## src/rtl/collector_pkg.sv

```systemverilog
// Shared definitions for the collector transmit path: FSM encoding,
// default start-of-frame marker and packet field offsets.
package collector_pkg;

  typedef enum logic [2:0] {
    IDLE      = 3'd0,
    SEND_SOF  = 3'd1,
    SEND_SEQ  = 3'd2,
    SEND_LEN  = 3'd3,
    SEND_DATA = 3'd4,
    SEND_CSUM = 3'd5
  } state_e;

  localparam logic [7:0] SOF_BYTE_DEFAULT = 8'hA5;

  // Byte offsets of the header fields within a packet
  localparam int FIELD_SOF  = 0;
  localparam int FIELD_SEQ  = 1;
  localparam int FIELD_LEN  = 2;
  localparam int FIELD_DATA = 3;

endpackage

```

## src/rtl/collector_sync_fifo.sv

```systemverilog
// Circular byte FIFO with push/pop/flush; occupancy is the pointer
// difference, pointers carry one extra wrap bit.
module collector_sync_fifo
  import collector_pkg::*;
#(
  parameter int DEPTH = 16,
  parameter int WIDTH = 8
) (
  input  logic                     CLK_66,
  input  logic                     RST,
  input  logic                     flush,
  input  logic                     push,
  input  logic                     pop,
  input  logic [WIDTH-1:0]         wr_data,
  output logic [WIDTH-1:0]         rd_data,
  output logic [$clog2(DEPTH):0]   count,
  output logic                     full,
  output logic                     empty
);

  localparam int AW = $clog2(DEPTH);
  localparam logic [AW:0] DEPTH_CNT = (AW+1)'(DEPTH);

  logic [WIDTH-1:0] mem [DEPTH];
  logic [AW:0]      wr_ptr_reg;
  logic [AW:0]      rd_ptr_reg;
  logic             do_push;
  logic             do_pop;

  assign count = wr_ptr_reg - rd_ptr_reg;
  assign full  = (count == DEPTH_CNT);
  assign empty = (count == '0);

  // A pop in the same cycle frees the slot, so a full FIFO still accepts
  assign do_pop  = pop & ~empty & ~flush;
  assign do_push = push & (~full | do_pop) & ~flush;

  always_ff @(posedge CLK_66 or negedge RST) begin
    if (!RST) begin
      wr_ptr_reg <= '0;
      rd_ptr_reg <= '0;
    end else if (flush) begin
      wr_ptr_reg <= '0;
      rd_ptr_reg <= '0;
    end else begin
      if (do_push) wr_ptr_reg <= wr_ptr_reg + 1'b1;
      if (do_pop)  rd_ptr_reg <= rd_ptr_reg + 1'b1;
    end
  end

  always_ff @(posedge CLK_66) begin
    if (do_push) mem[wr_ptr_reg[AW-1:0]] <= wr_data;
  end

  // Head is read combinationally so the popped byte is valid in its pulse cycle
  assign rd_data = mem[rd_ptr_reg[AW-1:0]];

endmodule

```

## src/rtl/collector_tx_packetizer.sv

```systemverilog
// Captures strobed Arduino bytes into a FIFO and emits paced framed packets:
// SOF, sequence, length, payload, checksum.
module collector_tx_packetizer
  import collector_pkg::*;
#(
  parameter int         FIFO_DEPTH    = 16,
  parameter int         PAYLOAD_LEN   = 4,
  parameter logic [7:0] SOF_BYTE      = SOF_BYTE_DEFAULT,
  parameter int         TX_GAP_CYCLES = 8
) (
  input  logic                          CLK_66,
  input  logic                          RST,
  input  logic                          enable,
  input  logic                          flush,
  input  logic                          wr_strobe_async,
  input  logic [7:0]                    wr_data,
  output logic                          start_transfer,
  output logic [7:0]                    transfer_to_host,
  output logic [$clog2(FIFO_DEPTH):0]   fifo_count,
  output logic                          overflow,
  output logic                          busy
);

  localparam int CW = $clog2(FIFO_DEPTH) + 1;
  localparam int GW = $clog2(TX_GAP_CYCLES);
  localparam logic [GW-1:0] GAP_LAST = GW'(TX_GAP_CYCLES - 1);
  localparam logic [CW-1:0] IDX_LAST = CW'(PAYLOAD_LEN - 1);
  localparam logic [CW-1:0] LEN_CNT  = CW'(PAYLOAD_LEN);
  localparam logic [7:0]    LEN_BYTE = 8'(PAYLOAD_LEN);

  logic [2:0]    strobe_sync_reg;
  logic          capture_edge;
  logic          push_reg;
  logic [7:0]    push_data_reg;
  logic [7:0]    head_byte;
  logic          fifo_full;
  logic          fifo_empty;
  logic          pop;
  state_e        state_reg, state_next;
  logic [GW-1:0] gap_reg;
  logic [CW-1:0] idx_reg;
  logic [7:0]    seq_reg;
  logic [7:0]    csum_reg;
  logic [7:0]    tx_hold_reg;
  logic          overflow_reg;
  logic [7:0]    cur_byte;
  logic          gap_last;

  // Bits [1:0] synchronise the strobe, bit [2] is the previous value for edge detect
  assign capture_edge = strobe_sync_reg[1] & ~strobe_sync_reg[2];
  assign gap_last     = (gap_reg == GAP_LAST);

  always_ff @(posedge CLK_66 or negedge RST) begin
    if (!RST) begin
      strobe_sync_reg <= '0;
      push_reg        <= 1'b0;
      push_data_reg   <= '0;
    end else begin
      strobe_sync_reg <= {strobe_sync_reg[1:0], wr_strobe_async};
      push_reg        <= capture_edge & ~flush;
      if (capture_edge) push_data_reg <= wr_data;
    end
  end

  collector_sync_fifo #(
    .DEPTH (FIFO_DEPTH),
    .WIDTH (8)
  ) u_fifo (
    .CLK_66  (CLK_66),
    .RST     (RST),
    .flush   (flush),
    .push    (push_reg),
    .pop     (pop),
    .wr_data (push_data_reg),
    .rd_data (head_byte),
    .count   (fifo_count),
    .full    (fifo_full),
    .empty   (fifo_empty)
  );

  always_ff @(posedge CLK_66 or negedge RST) begin
    if (!RST) state_reg <= IDLE;
    else      state_reg <= state_next;
  end

  always_comb begin
    state_next = state_reg;
    unique case (state_reg)
      IDLE:      if (enable && (fifo_count >= LEN_CNT)) state_next = SEND_SOF;
      SEND_SOF:  if (gap_last) state_next = SEND_SEQ;
      SEND_SEQ:  if (gap_last) state_next = SEND_LEN;
      SEND_LEN:  if (gap_last) state_next = SEND_DATA;
      SEND_DATA: if (gap_last && (idx_reg == IDX_LAST)) state_next = SEND_CSUM;
      SEND_CSUM: if (gap_last) state_next = IDLE;
      default:   state_next = IDLE;
    endcase
    if (flush) state_next = IDLE;
  end

  always_comb begin
    busy           = (state_reg != IDLE);
    start_transfer = busy && (gap_reg == '0) && !flush;
    cur_byte       = 8'h00;
    unique case (state_reg)
      SEND_SOF:  cur_byte = SOF_BYTE;
      SEND_SEQ:  cur_byte = seq_reg;
      SEND_LEN:  cur_byte = LEN_BYTE;
      SEND_DATA: cur_byte = head_byte;
      SEND_CSUM: cur_byte = csum_reg;
      default:   cur_byte = 8'h00;
    endcase
    pop              = start_transfer && (state_reg == SEND_DATA) && !fifo_empty;
    transfer_to_host = start_transfer ? cur_byte : tx_hold_reg;
  end

  always_ff @(posedge CLK_66 or negedge RST) begin
    if (!RST) begin
      gap_reg      <= '0;
      idx_reg      <= '0;
      seq_reg      <= '0;
      csum_reg     <= '0;
      tx_hold_reg  <= '0;
      overflow_reg <= 1'b0;
    end else begin
      if ((state_reg == IDLE) || gap_last || flush) gap_reg <= '0;
      else                                          gap_reg <= gap_reg + 1'b1;

      if ((state_reg != SEND_DATA) || flush) idx_reg <= '0;
      else if (gap_last)                     idx_reg <= idx_reg + 1'b1;

      if ((state_reg == SEND_CSUM) && gap_last && !flush) seq_reg <= seq_reg + 1'b1;

      // Checksum is seeded with seq+length while idle, payload added as popped
      if (state_reg == IDLE) csum_reg <= seq_reg + LEN_BYTE;
      else if (pop)          csum_reg <= csum_reg + head_byte;

      if (start_transfer) tx_hold_reg <= cur_byte;

      if (flush)                                overflow_reg <= 1'b0;
      else if (push_reg && fifo_full && !pop)   overflow_reg <= 1'b1;
    end
  end

  assign overflow = overflow_reg;

endmodule

```

## config.mk

```make
export PLATFORM = sky130hd
export DESIGN_NAME = collector_tx_packetizer
export DESIGN_NICKNAME = d
export VERILOG_FILES = /design/src/rtl/collector_pkg.sv /design/src/rtl/collector_sync_fifo.sv /design/src/rtl/collector_tx_packetizer.sv
export SDC_FILE = /design/constraint.sdc
export NUM_CORES = 1
export LEC_CHECK = 0
export CAP_MARGIN = 20
export CORE_MARGIN = 3
export CORE_UTILIZATION = 43
export CTS_BUF_LIST = sky130_fd_sc_hd__clkbuf_2 sky130_fd_sc_hd__clkbuf_4 sky130_fd_sc_hd__clkbuf_8
export CTS_CLUSTER_DIAMETER = 50
export DETAILED_ROUTE_END_ITERATION = 8
export GPL_TIMING_DRIVEN = 0
export MAX_ROUTING_LAYER = met4
export PLACE_DENSITY_LB_ADDON = 0.05
export SETUP_SLACK_MARGIN = 0.15
export SLEW_MARGIN = 10
export SYNTH_ARGS = -nofsm -noshare
export SYNTH_HDL_FRONTEND = slang
export SYNTH_HIERARCHICAL = 1
export SYNTH_SLANG_ARGS = --single-unit
```

## constraint.sdc

```tcl
create_clock -name CLK_66 -period 10 [get_ports CLK_66]
set_clock_uncertainty 0.05 [all_clocks]
set_input_delay 2 -clock CLK_66 [delete_from_list [all_inputs] [get_ports CLK_66]]
set_output_delay 2 -clock CLK_66 [all_outputs]
set_load 0.02 [all_outputs]
```

==> out/results.txt <==
The horizontal die dimension works out to 146 um. The type of the tightest min-delay check was register to register. The maximum clock frequency was 0.160 GHz. Setup repair after global routing left no endpoint under its margin.

The tools report the number of H-tree levels as 4. For this run, the total global-route usage over all layers was measured as 18.5%. The number of violations of the max-capacitance limit is 0. Yosys printed 6 warnings. The detailed-route wire length per cell works out to 20.9 um. After clock tree synthesis, the clock-pin slew on the worst setup and hold paths is 0.09 ns. The number of global-route vias before repair came out at 5066. The average instance area after synthesis came out at 15.1 um^2. The worst setup path is launched from an input pin. Summed over its instances, the top area cell type makes up 45.6% of the synthesized netlist area. The summed negative setup slack over all endpoints is 0 ns, and the number of nets in the synthesized netlist is 593. The maximum ir drop on the vdd rail came out at 0.0000844 V. The register with the most flip-flops in the layout has 128 of them.

The tools report the sequential area share after synthesis as 62.9%. After synthesis, the cell types taking the most area are sky130_fd_sc_hd__edfxtp_1 46%, sky130_fd_sc_hd__dfrtp_1 17%, sky130_fd_sc_hd__mux4_2 11%, sky130_fd_sc_hd__ha_1 3.3%, sky130_fd_sc_hd__nor2_1 1.6%. The final cycle utilization of the critical path came out at 62.5%.

Cells with a size suffix above 1 make up 19.2% of the layout. The startpoint of the most critical register-to-register path is u_fifo/rd_ptr_reg[1]$_DFFE_PN0P_. The run gives 0.00293 mm^2 as the multi-input logic area. Counting flops with a built-in enable in the synthesized netlist gives 128. After synthesis the netlist holds a flip-flop and latch count of 186. The initial detailed-routing violation count was 494. After routing the design area is 0.00943 mm^2. The first global-routing pass estimated 29.2 mm of wire. The clock period minus final worst setup slack is 6.25 ns. Counting the fill cells in the layout gives 1658. Cell area reported after detailed placement: 0.00903 mm^2.

The number of buffers between clock root and the deepest sink is 2, and the post-cts repair resize count is 0. The floorplan step set the die height to 146 um. The netlist uses 63 different library cells. After layout, the design draws a total of 0.00181 W.

For this configuration, the core starts out at a cell density of 44.4%. The worst hold path begins at strobe_sync_reg[0]$_DFF_PN0_. At the worst endpoint, the arrival time is 4.20 ns. The number of antenna violations at the first check in global routing was 0; the required arrival time at the worst endpoint was 7.95 ns.

For the number of standard cells after synthesis, the log shows 556. Post-CTS timing repair inserted 0 buffers for setup. Once detail routing completed, the nets flagged for antenna violations numbered 0. The congestion estimate from routability-driven global placement came to 0.788.

Setup violations remaining at the end of the flow were counted as 0. Before antenna repair, the detailed router went through 5 iterations. The worst hold margin was 0.314 ns; the async set-or-reset flop fraction in the synthesized netlist was 31.2%. The area of the placeable core came out at 0.0190 mm^2. The peak fanout along the critical path works out to 10. Buffers inserted during clock tree synthesis total 17. In the routed design, unresolved DRC markers number 0. Clock tree synthesis found a total of 186 sinks. Summed over all cells, the static leakage comes to 3.30 nW. The area growth from synthesis to layout is 12.0%.

The worst setup path category was input pin to output pin. The final route contains 4822 vias. For this design the top-level I/O count stands at 29. Power spread over the standard cell area amounts to 192 mW/mm^2. Once layout is complete, the utilization of the core stands at 49.8%.

The nature of the critical path endpoint is an output pin. CTS placed an instance of sky130_fd_sc_hd__clkbuf_8 at the clock tree root. After floorplanning, the core was divided into 50 placement rows. The run gives 0.0213 mm^2 as the die footprint. The logs give 0 for the number of hold buffers added after CTS and 18.3 mm for the final routed wirelength across all metal layers. The transition at the pin with the smallest max-transition slack is 1.09 ns. The pin count of the biggest net entering global routing was 59; the number of diodes added for antenna fixing was 0. The count of endpoints failing hold in the final timing report came out at 0.

sky130_fd_sc_hd__edfxtp_1 takes more of the synthesized area than any other cell. The routed via count divided by cell count works out to 5.51. Registers take 0.00530 mm^2. TritonCTS built the clock tree. The flow ran to the end, and the final reports show no timing, DRC or antenna violations. After synthesis the cells add up to 0.00842 mm^2. In the synthesized netlist the dominant register cell turns out to be sky130_fd_sc_hd__edfxtp_1. For the worst-skew pair, the clock arrives at the later sink with an insertion delay of 0.47 ns. The final-stage net count was 640; the count of final max-slew check failures was 0. Tightest slew margin relative to the limit: 27.0%. The critical path starts at flush.

For this run the aggregate overflow at the end of global routing stands at 0. The quantity of I/O buffers inserted on ports works out to 28. For the HPWL reported at the end of detailed placement, the log shows 12.8 mm.
==> kinds of logic after synthesis <==
kind of cell / Yosys count / synth area share, %
xor+xnor: 22 / 2.29
simple gates: 137 / 9.17
compound gates: 84 / 6.58
fa+ha+maj: 24 / 3.74
buf+inv: 46 / 2.47
mux: 57 / 12.9
flops: 186 / 62.9
==> cells in the mapped netlist, types with 10 or more instances <==
library cell and count:
sky130_fd_sc_hd__inv_1 17, sky130_fd_sc_hd__o21ai_0 17, sky130_fd_sc_hd__mux4_2 40, sky130_fd_sc_hd__nand2_1 25, sky130_fd_sc_hd__nand3_1 12, sky130_fd_sc_hd__ha_1 22, sky130_fd_sc_hd__buf_2 10, sky130_fd_sc_hd__mux2_2 10
sky130_fd_sc_hd__clkbuf_1 12, sky130_fd_sc_hd__a21oi_1 25, sky130_fd_sc_hd__xor2_1 15, sky130_fd_sc_hd__dfrtp_1 58, sky130_fd_sc_hd__nor2_1 37, sky130_fd_sc_hd__edfxtp_1 128
==> worst paths after layout <==
kind | endpoint | depth (start not counted) | slack (ns)
max in group asynchronous | push_data_reg[3]$_DFFE_PN0P_ | 1 | 7.82
min in group asynchronous | csum_reg[6]$_DFFE_PN0P_ | 1 | 1.54
hold / removal | strobe_sync_reg[1]$_DFF_PN0_ | 0 | 0.31
hold reg to reg | strobe_sync_reg[1]$_DFF_PN0_ | 0 | 0.31
setup reg to reg | u_fifo/mem[10][0]$_DFFE_PP_ | 14 | 4.46
setup / recovery | transfer_to_host[6] | 6 | 3.75
==> critical path, cell delays in order <==
cell and delay (ns):
sky130_fd_sc_hd__clkdlybuf4s50_1 0.61, sky130_fd_sc_hd__nor2_1 0.22, sky130_fd_sc_hd__nand3_1 0.24, sky130_fd_sc_hd__buf_2 0.26, sky130_fd_sc_hd__o21ai_0 0.22, sky130_fd_sc_hd__clkdlybuf4s50_1 0.64
==> routing by layer <==
layer | wire, um | part of all wire, % | vias up | GRT usage, %
met3 | 912 | 5.0 | 8 | 3.96
li1 | - | - | 2215 | -
met1 | 8750 | 48 | 2504 | 26.2
met5 | 0 | 0 | - | -
met4 | 121 | 0.66 | 0 | 3.66
met2 | 8520 | 47 | 95 | 28.1
==> layout by cell type, fill, tap and decap left out, types with 7 or more instances in the layout <==
master,instances
sky130_fd_sc_hd__edfxtp_1,128
sky130_fd_sc_hd__dfrtp_1,58
sky130_fd_sc_hd__mux4_2,40
sky130_fd_sc_hd__nor2_1,37
sky130_fd_sc_hd__clkdlybuf4s50_1,27
sky130_fd_sc_hd__nand2_1,25
sky130_fd_sc_hd__a21oi_1,25
sky130_fd_sc_hd__ha_1,22
sky130_fd_sc_hd__clkbuf_8,18
sky130_fd_sc_hd__inv_1,17
sky130_fd_sc_hd__o21ai_0,17
sky130_fd_sc_hd__xor2_1,15
sky130_fd_sc_hd__clkbuf_1,12
sky130_fd_sc_hd__nand3_1,12
sky130_fd_sc_hd__buf_2,10
sky130_fd_sc_hd__mux2_2,10
sky130_fd_sc_hd__inv_6,9
sky130_fd_sc_hd__nor3_2,7
sky130_fd_sc_hd__mux2i_1,7
sky130_fd_sc_hd__nor2b_1,7
sky130_fd_sc_hd__xnor2_1,7
sky130_fd_sc_hd__nand2b_1,7
sky130_fd_sc_hd__or3_1,7
==> cell type report <==
cell class | count | share of cell area (%)
inverters | 19 | 0.756
plain buffers | 27 | 1.45
clock inverters | 13 | 1.62
flip-flops and latches | 186 | 56.1
well taps | 260 | 3.45
repair buffers | 28 | 2.94
clock buffers | 18 | 2.63
multi-input cells | 324 | 31.0
==> stage by stage <==
stage / instances / setup slack, ns
after CTS: 875 / 3.72
final: 875 / 3.75
after global placement: 844 / 3.73
after global routing: 875 / 3.48
after detailed placement: 844 / 3.69
after floorplan: 556 / 4.92
==> report_power, final <==
| group | internal [W] | total [W] | switching, W |
|---|---|---|---|
| combinational | 0.000154 | 0.000371 | 0.000217 |
| sequential | 0.000881 | 0.000929 | 0.0000484 |
| clock | 0.000235 | 0.000515 | 0.000280 |
Power figures use the tool's default switching activity.
